===== src/rtl/zen_core_if.sv =====
// Fetch-to-decode and refill-memory handshake bundle for zen_core.
// master = fetch unit side, slave = decode/memory side.
interface zen_core_if;
  logic        out_valid;
  logic [31:0] out_bits_inst;
  logic [31:0] out_bits_pc;
  logic        out_ready;
  logic        mem_req_valid;
  logic [31:0] mem_req_addr;
  logic        mem_req_ready;
  logic        mem_resp_valid;
  logic [31:0] mem_resp_bits_rdata;

  modport master (
    output out_valid,
    output out_bits_inst,
    output out_bits_pc,
    input  out_ready,
    output mem_req_valid,
    output mem_req_addr,
    input  mem_req_ready,
    input  mem_resp_valid,
    input  mem_resp_bits_rdata
  );

  modport slave (
    input  out_valid,
    input  out_bits_inst,
    input  out_bits_pc,
    output out_ready,
    input  mem_req_valid,
    input  mem_req_addr,
    output mem_req_ready,
    output mem_resp_valid,
    output mem_resp_bits_rdata
  );
endinterface


===== src/rtl/zen_core.sv =====
// Zen fetch front end: PC gen, direct-mapped I-cache, output register.
// Optional hit/miss counters enabled by ZEN_ICACHE_PERF_EN.
module zen_core #(
  parameter logic [31:0] RESET_PC = 32'h8000_0000,
  parameter int          LINES    = 16,
  parameter int          INDEX_W  = $clog2(LINES)
) (
  input  logic        clock,
  input  logic        reset,
  zen_core_if.master  bus,
  input  logic        isFlush,
  input  logic [31:0] correctedPC,
  input  logic        fencei_valid,
  input  logic        fencei_bits_is_fencei
`ifdef ZEN_ICACHE_PERF_EN
  ,
  output logic [31:0] perf_hit_cnt,
  output logic [31:0] perf_miss_cnt
`endif
);

  localparam int TAG_W = 30 - INDEX_W;

  localparam logic [1:0] S_LOOKUP    = 2'd0;
  localparam logic [1:0] S_MISS_REQ  = 2'd1;
  localparam logic [1:0] S_MISS_WAIT = 2'd2;
  localparam logic [1:0] S_DROP      = 2'd3;

  logic [1:0]       state;
  logic [1:0]       state_d;
  logic [31:0]      pc;
  logic [LINES-1:0] line_v;
  logic [TAG_W-1:0] tag_q [LINES];
  logic [31:0]      data_q [LINES];

  logic             out_valid;
  logic [31:0]      out_inst;
  logic [31:0]      out_pc;
  logic [31:0]      req_addr;

  logic [INDEX_W-1:0] idx;
  logic [TAG_W-1:0]   tag;
  logic hit, free, fence, kill;
  logic do_hit, do_miss, req_hs, fill;

  assign idx   = pc[2 +: INDEX_W];
  assign tag   = pc[31 -: TAG_W];
  assign hit   = line_v[idx] && (tag_q[idx] == tag);
  assign free  = !out_valid || bus.out_ready;
  assign fence = fencei_valid && fencei_bits_is_fencei;
  assign kill  = isFlush || fence;

  assign do_hit  = (state == S_LOOKUP) && free && hit && !isFlush;
  assign do_miss = (state == S_LOOKUP) && free && !hit && !isFlush;
  assign req_hs  = (state == S_MISS_REQ) && bus.mem_req_ready;
  assign fill    = (state == S_MISS_WAIT) && bus.mem_resp_valid && !kill;

  always_comb begin
    state_d = state;
    unique case (state)
      S_LOOKUP: begin
        if (do_miss) state_d = S_MISS_REQ;
      end
      S_MISS_REQ: begin
        if (req_hs) state_d = kill ? S_DROP : S_MISS_WAIT;
        else if (kill) state_d = S_LOOKUP;
      end
      S_MISS_WAIT: begin
        if (bus.mem_resp_valid) state_d = S_LOOKUP;
        else if (kill) state_d = S_DROP;
      end
      S_DROP: begin
        if (bus.mem_resp_valid) state_d = S_LOOKUP;
      end
      default: state_d = S_LOOKUP;
    endcase
  end

  always_ff @(posedge clock or negedge reset) begin
    if (!reset) begin
      state    <= S_LOOKUP;
      pc       <= RESET_PC;
      line_v   <= '0;
      req_addr <= '0;
    end else begin
      state <= state_d;
      if (isFlush) pc <= correctedPC & ~32'd3;
      else if (do_hit) pc <= pc + 32'd4;
      // fence.i wins over a fill landing in the same cycle
      if (fence) line_v <= '0;
      else if (fill) line_v[idx] <= 1'b1;
      if (do_miss) req_addr <= pc & ~32'd3;
    end
  end

  always_ff @(posedge clock) begin
    if (fill) begin
      tag_q[idx]  <= tag;
      data_q[idx] <= bus.mem_resp_bits_rdata;
    end
  end

  always_ff @(posedge clock or negedge reset) begin
    if (!reset) begin
      out_valid <= 1'b0;
      out_inst  <= '0;
      out_pc    <= '0;
    end else if (isFlush) begin
      out_valid <= 1'b0;
    end else if (do_hit) begin
      out_valid <= 1'b1;
      out_inst  <= data_q[idx];
      out_pc    <= pc;
    end else if (bus.out_ready) begin
      out_valid <= 1'b0;
    end
  end

  assign bus.out_valid     = out_valid;
  assign bus.out_bits_inst = out_inst;
  assign bus.out_bits_pc   = out_pc;
  assign bus.mem_req_valid = (state == S_MISS_REQ);
  assign bus.mem_req_addr  = req_addr;

`ifdef ZEN_ICACHE_PERF_EN
  always_ff @(posedge clock or negedge reset) begin
    if (!reset) begin
      perf_hit_cnt  <= '0;
      perf_miss_cnt <= '0;
    end else begin
      if (do_hit)  perf_hit_cnt  <= perf_hit_cnt + 32'd1;
      if (do_miss) perf_miss_cnt <= perf_miss_cnt + 32'd1;
    end
  end
`endif

endmodule


===== src/flat_wrapper.sv =====
// flat-port wrapper written by rule: the top's interface ports become plain ports
module zen_core_flat 
#(
  parameter logic [31:0] RESET_PC = 32'h8000_0000,
  parameter int          LINES    = 16,
  parameter int          INDEX_W  = $clog2(LINES)
)
  (clock, reset, isFlush, correctedPC, fencei_valid, fencei_bits_is_fencei, bus_out_valid, bus_out_bits_inst, bus_out_bits_pc, bus_out_ready, bus_mem_req_valid, bus_mem_req_addr, bus_mem_req_ready, bus_mem_resp_valid, bus_mem_resp_bits_rdata);
  zen_core_if bus_i ();
  input  logic clock;
  input  logic reset;
  input  logic isFlush;
  input  logic [31:0] correctedPC;
  input  logic fencei_valid;
  input  logic fencei_bits_is_fencei;
  output wire logic [$bits(bus_i.out_valid)-1:0] bus_out_valid;
  output wire logic [$bits(bus_i.out_bits_inst)-1:0] bus_out_bits_inst;
  output wire logic [$bits(bus_i.out_bits_pc)-1:0] bus_out_bits_pc;
  input wire logic [$bits(bus_i.out_ready)-1:0] bus_out_ready;
  output wire logic [$bits(bus_i.mem_req_valid)-1:0] bus_mem_req_valid;
  output wire logic [$bits(bus_i.mem_req_addr)-1:0] bus_mem_req_addr;
  input wire logic [$bits(bus_i.mem_req_ready)-1:0] bus_mem_req_ready;
  input wire logic [$bits(bus_i.mem_resp_valid)-1:0] bus_mem_resp_valid;
  input wire logic [$bits(bus_i.mem_resp_bits_rdata)-1:0] bus_mem_resp_bits_rdata;
  assign bus_out_valid = bus_i.out_valid;
  assign bus_out_bits_inst = bus_i.out_bits_inst;
  assign bus_out_bits_pc = bus_i.out_bits_pc;
  assign bus_i.out_ready = bus_out_ready;
  assign bus_mem_req_valid = bus_i.mem_req_valid;
  assign bus_mem_req_addr = bus_i.mem_req_addr;
  assign bus_i.mem_req_ready = bus_mem_req_ready;
  assign bus_i.mem_resp_valid = bus_mem_resp_valid;
  assign bus_i.mem_resp_bits_rdata = bus_mem_resp_bits_rdata;
  zen_core #(.RESET_PC(RESET_PC), .LINES(LINES), .INDEX_W(INDEX_W)) u_core (.clock(clock), .reset(reset), .bus(bus_i), .isFlush(isFlush), .correctedPC(correctedPC), .fencei_valid(fencei_valid), .fencei_bits_is_fencei(fencei_bits_is_fencei));
endmodule

===== config.mk =====
export PLATFORM = sky130hd
export DESIGN_NAME = zen_core_flat
export DESIGN_NICKNAME = d
export VERILOG_FILES = /design/src/rtl/zen_core_if.sv /design/src/rtl/zen_core.sv /design/src/flat_wrapper.sv
export SDC_FILE = /design/constraint.sdc
export NUM_CORES = 1
export LEC_CHECK = 0
export BUFFER_PORTS_ARGS = -buffer_cell sky130_fd_sc_hd__buf_4
export CAP_MARGIN = 15
export CORE_UTILIZATION = 60
export DETAILED_ROUTE_END_ITERATION = 16
export GPL_ROUTABILITY_DRIVEN = 0
export HOLD_SLACK_MARGIN = 0.03
export PLACE_DENSITY = 0.78
export SYNTH_ARGS = -nofsm -noshare
export SYNTH_HDL_FRONTEND = slang
export SYNTH_SLANG_ARGS = --single-unit

===== constraint.sdc =====
create_clock -name clock -period 11.4 [get_ports clock]
set_input_delay 1.71 -clock clock [delete_from_list [all_inputs] [get_ports clock]]
set_output_delay 1.71 -clock clock [all_outputs]
set_load 0.01 [all_outputs]

== After elaboration in Yosys (flattened, before gate mapping) ==
Memory sizes are Yosys's and may differ from the RTL's. A register that Yosys moved wholly into a read port is not among the register bits.
Cells that the tools add are included.
W data, S select, Z words.

* Bits in registers: 113
* Bits in latches: 0
* Memory bits (writable): 928
* Memory bits (read-only): 0
* Input port bits: 72
* Output and inout bits: 98
* Word-level logic and storage cells: 66
* Memories: 2

* Add/subtract/negate cells: 1
* $mul: 0
* Div/mod/pow operators: 0
* Magnitude comparators: 2
* Equal/unequal tests: 8
* Shift operators: 0
* Multiplexer cells: 21
* Bitwise gates (word level): 2
* Reductions and logical operators: 24

{| class="wikitable"
|+ Memory list
! memory !! depth !! bits a word !! rd ports !! clocked after memory_dff !! wr ports !! RTL line !! source
|-
| u_core.data_q || 16 || 32 || 1 || 1 || 1 || zen_core.sv:34 || <nowiki>logic [31:0] data_q [LINES];</nowiki>
|-
| u_core.tag_q || 16 || 26 || 1 || 0 || 1 || zen_core.sv:33 || <nowiki>logic [TAG_W-1:0] tag_q [LINES];</nowiki>
|}

{| class="wikitable"
|+ Operator list
! kind !! count
|-
| $mux W32 || 2
|-
| $add A32 B3 Y32 const B || 1
|-
| $mux W16 || 2
|-
| $eq A26 B26 Y1 || 1
|-
| $or A16 B16 Y16 || 1
|-
| $mux W2 || 6
|-
| $logic_and A1 B1 Y1 || 11
|-
| $mux W1 || 8
|-
| $pmux W2 S4 || 1
|-
| $logic_not A1 Y1 || 5
|-
| $lt A4 B5 Y1 const B || 1
|-
| $bmux W1 S4 || 1
|-
| $demux W1 S4 || 1
|-
| $eq A2 B2 Y1 const B || 2
|-
| $ge A4 B1 Y1 const B || 1
|-
| $reduce_and A4 Y1 || 1
|-
| $reduce_bool A2 Y1 || 2
|-
| $ne A3 B1 Y1 const B || 1
|-
| $ne A3 B2 Y1 const B || 1
|-
| $reduce_bool A3 Y1 || 1
|-
| $eq A2 B1 Y1 const B || 1
|-
| $logic_not A2 Y1 || 1
|-
| $logic_or A1 B1 Y1 || 2
|-
| $ne A2 B1 Y1 const B || 1
|-
| 3 further kinds || 3
|}

== Depth between registers and ports, before layout ==
* Word-level depth: 8
* Mapped depth: 17
* Depth with buffers taken out: 9

== Worst setup path before layout ==
Ideal clock, no wire load.

* Path kind: input -> register
* Start: input port isFlush
* End: memory u_core.data_q[3][0] (enable)
* Setup time: 0.548 ns
* Arrival time: 6.509 ns
* Required time: 10.852 ns
* Setup slack: 4.344 ns
* Stages on the path: 6
* Path buffers: 1
* Cells stage by stage: clkbuf_1 a21oi_1 nor2b_1 and3_1 nand2_1 nor3_1

* Word-level cells in the longest chain between the ends: 5

{| class="wikitable"
|+ RTL lines
! item !! RTL line !! source
|-
| from (decl) || flat_wrapper.sv:12 || <nowiki>input logic isFlush;</nowiki>
|-
| $logic_or A1 B1 Y1 || zen_core.sv:51 || <nowiki>assign kill = isFlush || fence;</nowiki>
|-
| $logic_not A1 Y1 || zen_core.sv:56 || <nowiki>assign fill = (state == S_MISS_WAIT) && bus.mem_resp_valid && !kill;</nowiki>
|-
| $logic_and A1 B1 Y1 || zen_core.sv:56 ||
|-
| $mux W1 || zen_core.sv:97 || <nowiki>if (fill) begin</nowiki>
|-
| $mux W1 (not written as such) || zen_core.sv:99 || <nowiki>data_q[idx] <= bus.mem_resp_bits_rdata;</nowiki>
|-
| to (decl) || zen_core.sv:34 ||
|}

No other way between the ends.

== Worst setup path after layout ==
* Start: register u_core.pc[2]
* End: register u_core.out_pc[25], in the netlist u_core.bus.out_bits_pc[25]

* Word-level cells in the longest chain between the ends: 6
* Elaborated cells on any way between the ends: 8
* Those cells by class: eq/ne (1); mux (2); reduce/logical (4); memory (1)

{| class="wikitable"
|+ RTL lines
! item !! RTL line !! source
|-
| from (decl) || zen_core.sv:31 || <nowiki>logic [31:0] pc;</nowiki>
|-
| from (signal assigned) || zen_core.sv:87 || <nowiki>if (isFlush) pc <= correctedPC & ~32'd3;</nowiki>
|-
| from (signal assigned) || zen_core.sv:88 || <nowiki>else if (do_hit) pc <= pc + 32'd4;</nowiki>
|-
| $mem_v2 Z16 W26 or $bmux W1 S4 (tied branches) || n/a ||
|-
| $eq A26 B26 Y1 or $mux W1 (tied branches) || zen_core.sv:48 || <nowiki>assign hit = line_v[idx] && (tag_q[idx] == tag);</nowiki>
|-
| $logic_and A1 B1 Y1 (*) || zen_core.sv:48 ||
|-
| $logic_and A1 B1 Y1 (*) (2 in a row) || zen_core.sv:53 || <nowiki>assign do_hit = (state == S_LOOKUP) && free && hit && !isFlush;</nowiki>
|-
| $reduce_and A2 Y1 (no source line) (*) || n/a ||
|-
| to (signal assigned) || zen_core.sv:113 || <nowiki>out_pc <= pc;</nowiki>
|-
| to (decl) || zen_core.sv:38 || <nowiki>logic [31:0] out_pc;</nowiki>
|}

Every way passes the cells marked *; elsewhere a longest branch is shown, timed or not. The select of a mux whose other input is x is not followed.
A chain may end at the register's enable or synchronous reset.

==> run metrics <==
top-count cell post-synth=edfxtp_1; YS warnings=0; DIE WIDTH=266 µm; share of layout cells above drive strength 1=31.6%; max-slew violations=0; vias in the first global route=22,144; CTS tree=built; met1 Usage GRT=38.5%; row count=96; Synth Cell Area=0.0420 mm²; Switching Power=1.96 mW; top cell type's share of synthesized area=66.4%; Clock power frac=39.8%; Fmax=171 MHz; die height=266 µm; fin crit share=51.3%; met3 usage=5.28%; Area contributors post-synth=edfxtp_1 66%, mux4_2 13%, dfrtp_1 8.3%, mux2_2 2.6%, mux2i_1 1.9%; Synth area leader=edfxtp_1; FF/Latch Area=0.0314 mm²; DR iter-0 viols=2,512; worst-path maximum fanout=103; final WL=99,400 µm; Crit path arrival time=6390 ps; Layout Skew=29.3 ps; Synth top cells by count=928 x edfxtp_1, 244 x mux4_2, 140 x dfrtp_1; Max Root-Sink Buffers=3; Core ar.=0.0689 mm²; CTS Sinks=1,069; crit path kind=register to register; Max Cap Violations=0; Starting Density=60.9%; pin count of the biggest net entering global routing=121; main combinational cell family by area after synthesis=multiplexers; Tot GR Track Use=28.5%; Clock Latency Late Sink=670 ps; Post-CTS Setup Inserts=0; diode count=0; sw frac=22.6%; DRC viols=0; mux cell area share after synthesis=17.7%; WL/cell=30.6 µm; die area=0.0710 mm²; clock root buffer=clkbuf_16; CTS Buf Count=104; P_int=6.72 mW; post-synthesis cell count=2,028; IO Count=170; Top Usage Layer GRT=met2; post-detailed-placement half-perimeter wirelength=50,700 µm; post-place instance area=0.0443 mm²; Synth Area in Adders=0.119%; Final min period=5850 ps; sequential share of power=51.3%; register bit count reported by yosys=1,069; syn avg cell area=20.7 µm²; pwr/cell area=182 mW/mm²; Multi-input gate area=0.0100 mm²; DR pass1 iterations=6; Routed Antenna Nets=0; Leak=16.3 nW; Synth Area in Compound Gates=2.59%; Worst-Margin Slew=1200 ps; hold violation total from the final report=0; GR Util met2=46.9%; Setup TNS Final=0 ps; Comb pwr share=8.9%; vias=21,599; CTS resizes=0; most common flop cell mapped by yosys=edfxtp_1; nets=2,307; Simple-Gate Fraction of Synth Area=2.36%; unrepaired setup endpoints after global routing=no; CTS clk-pin slew, worst paths=60 ps; I/O Buffers=163; Seq/Total Area, Yosys=74.8%; initial antenna violation count=1; endpoint class of the critical path=register; CTS H-tree lvls=3; grt total ovfl=0; ys async rst share=13.2%; first-pass GRT wire length=145,000 µm; Data required, critical path=11,940 ps; EDFF count, synth=928; Final setup violation count=0; VDD IR-drop max=0.000143 V; Max-slew headroom=19.7%; fillers=4,165; Area Overhead vs Synth=13.9%; Vias/cell=6.64; Worst setup SP type=register; post-route cell area=0.0478 mm²; Hold WC Path Type=register to register; outcome=completed; library cells used by synthesis=63; hold_buf cts=0; xor-xnor portion of the synthesized cell area=0.793%
[final timing paths]
| check | from | end | slack (ps) | cells after the start |
|---|---|---|---|---|
| min in group asynchronous | reset | u_core.pc[11] | 1110 | 1 |
| max reg2reg | u_core.pc[2] | u_core.bus.out_bits_pc[25] | 5550 | 10 |
| min | u_core.bus.out_bits_pc[29] | u_core.bus.out_bits_pc[29] | 490 | 1 |
| max in group asynchronous | reset | u_core.pc[3] | 8730 | 2 |
| max | u_core.pc[2] | u_core.bus.out_bits_pc[25] | 5550 | 10 |
| min reg2reg | u_core.bus.out_bits_pc[29] | u_core.bus.out_bits_pc[29] | 490 | 1 |
[logic make-up after synthesis]
group | Yosys count
compound gates | 154
xor+xnor | 38
fa+ha+maj | 4
buf+inv | 138
flops | 1069
mux | 426
other cells | 1
simple gates | 198
[cell type report]
type,instances,area share (%)
Inverter,23,0.186
Clock buffer,148,6.22
Clock inverter,47,1.07
Timing Repair Buffer,209,3.39
Sequential cell,1069,65.7
Multi-Input combinational cell,824,21.0
Tap cell,931,2.44
[power groups by stage]
stage | clock network (mW) | registers (mW) | logic (mW)
floorplan | 0 | 4.52 | 0.459
detailed placement | 0 | 4.53 | 0.764
global route | 3.64 | 4.46 | 0.815
CTS | 3.50 | 4.45 | 0.774
global placement | 0 | 4.53 | 0.749
finish | 3.46 | 4.46 | 0.771
[placed cells by master (no fill, tap or decap), drive strengths merged, types with 14 or more instances in the layout]
master  instances
nor3           14
o21ai          26
xnor2          27
dfrtp         140
nand3          24
clkinv         37
nor2           47
nand2          45
and3           14
clkbuf        148
mux2i          81
edfxtp        928
a31oi          23
inv            22
a22oi          14
buf           209
o21a           17
mux2          101
mux4          244
[registers in the layout (all words and copies together) (netlist names)]
| signal | count |
|---|---|
| u_core.bus.out_valid | 1 |
| u_core.line_v | 16 |
| u_core.bus.mem_req_addr | 30 |
| u_core.bus.out_bits_inst | 32 |
| u_core.state | 2 |
| u_core.data_q | 512 |
| u_core.bus.out_bits_pc | 30 |
| u_core.tag_q | 416 |
| u_core.pc | 30 |
[metrics by stage]
stage	hold slack [ps]	cells	util (%)	setup slack, ps	power [mW]
2_1_floorplan	459	2031	-	4340	4.98
3_3_place_gp	467	3055	64.3	5700	5.27
3_5_place_dp	474	3056	64.3	5550	5.30
4_1_cts	488	3251	69.3	5580	8.73
5_1_grt	507	3251	69.3	5340	8.92
6_report	486	3251	69.3	5550	8.69
[per-layer routing]
layer,vias up,wire (µm)
li1,8736,-
met1,11296,36900
met4,2,3870
met2,1293,49700
met3,272,8950
met5,-,14
[critical path, stage by stage (launching register included)]
cell and delay [ps]:
dfrtp_4 810, buf_12 640, mux4_2 600, mux2i_1 190, mux2i_1 430, nand4_1 160, a221oi_1 690, or4b_1 710
nor4_4 360, buf_4 570, mux2_2 410
Note: power is estimated with default switching activity, not from simulation.
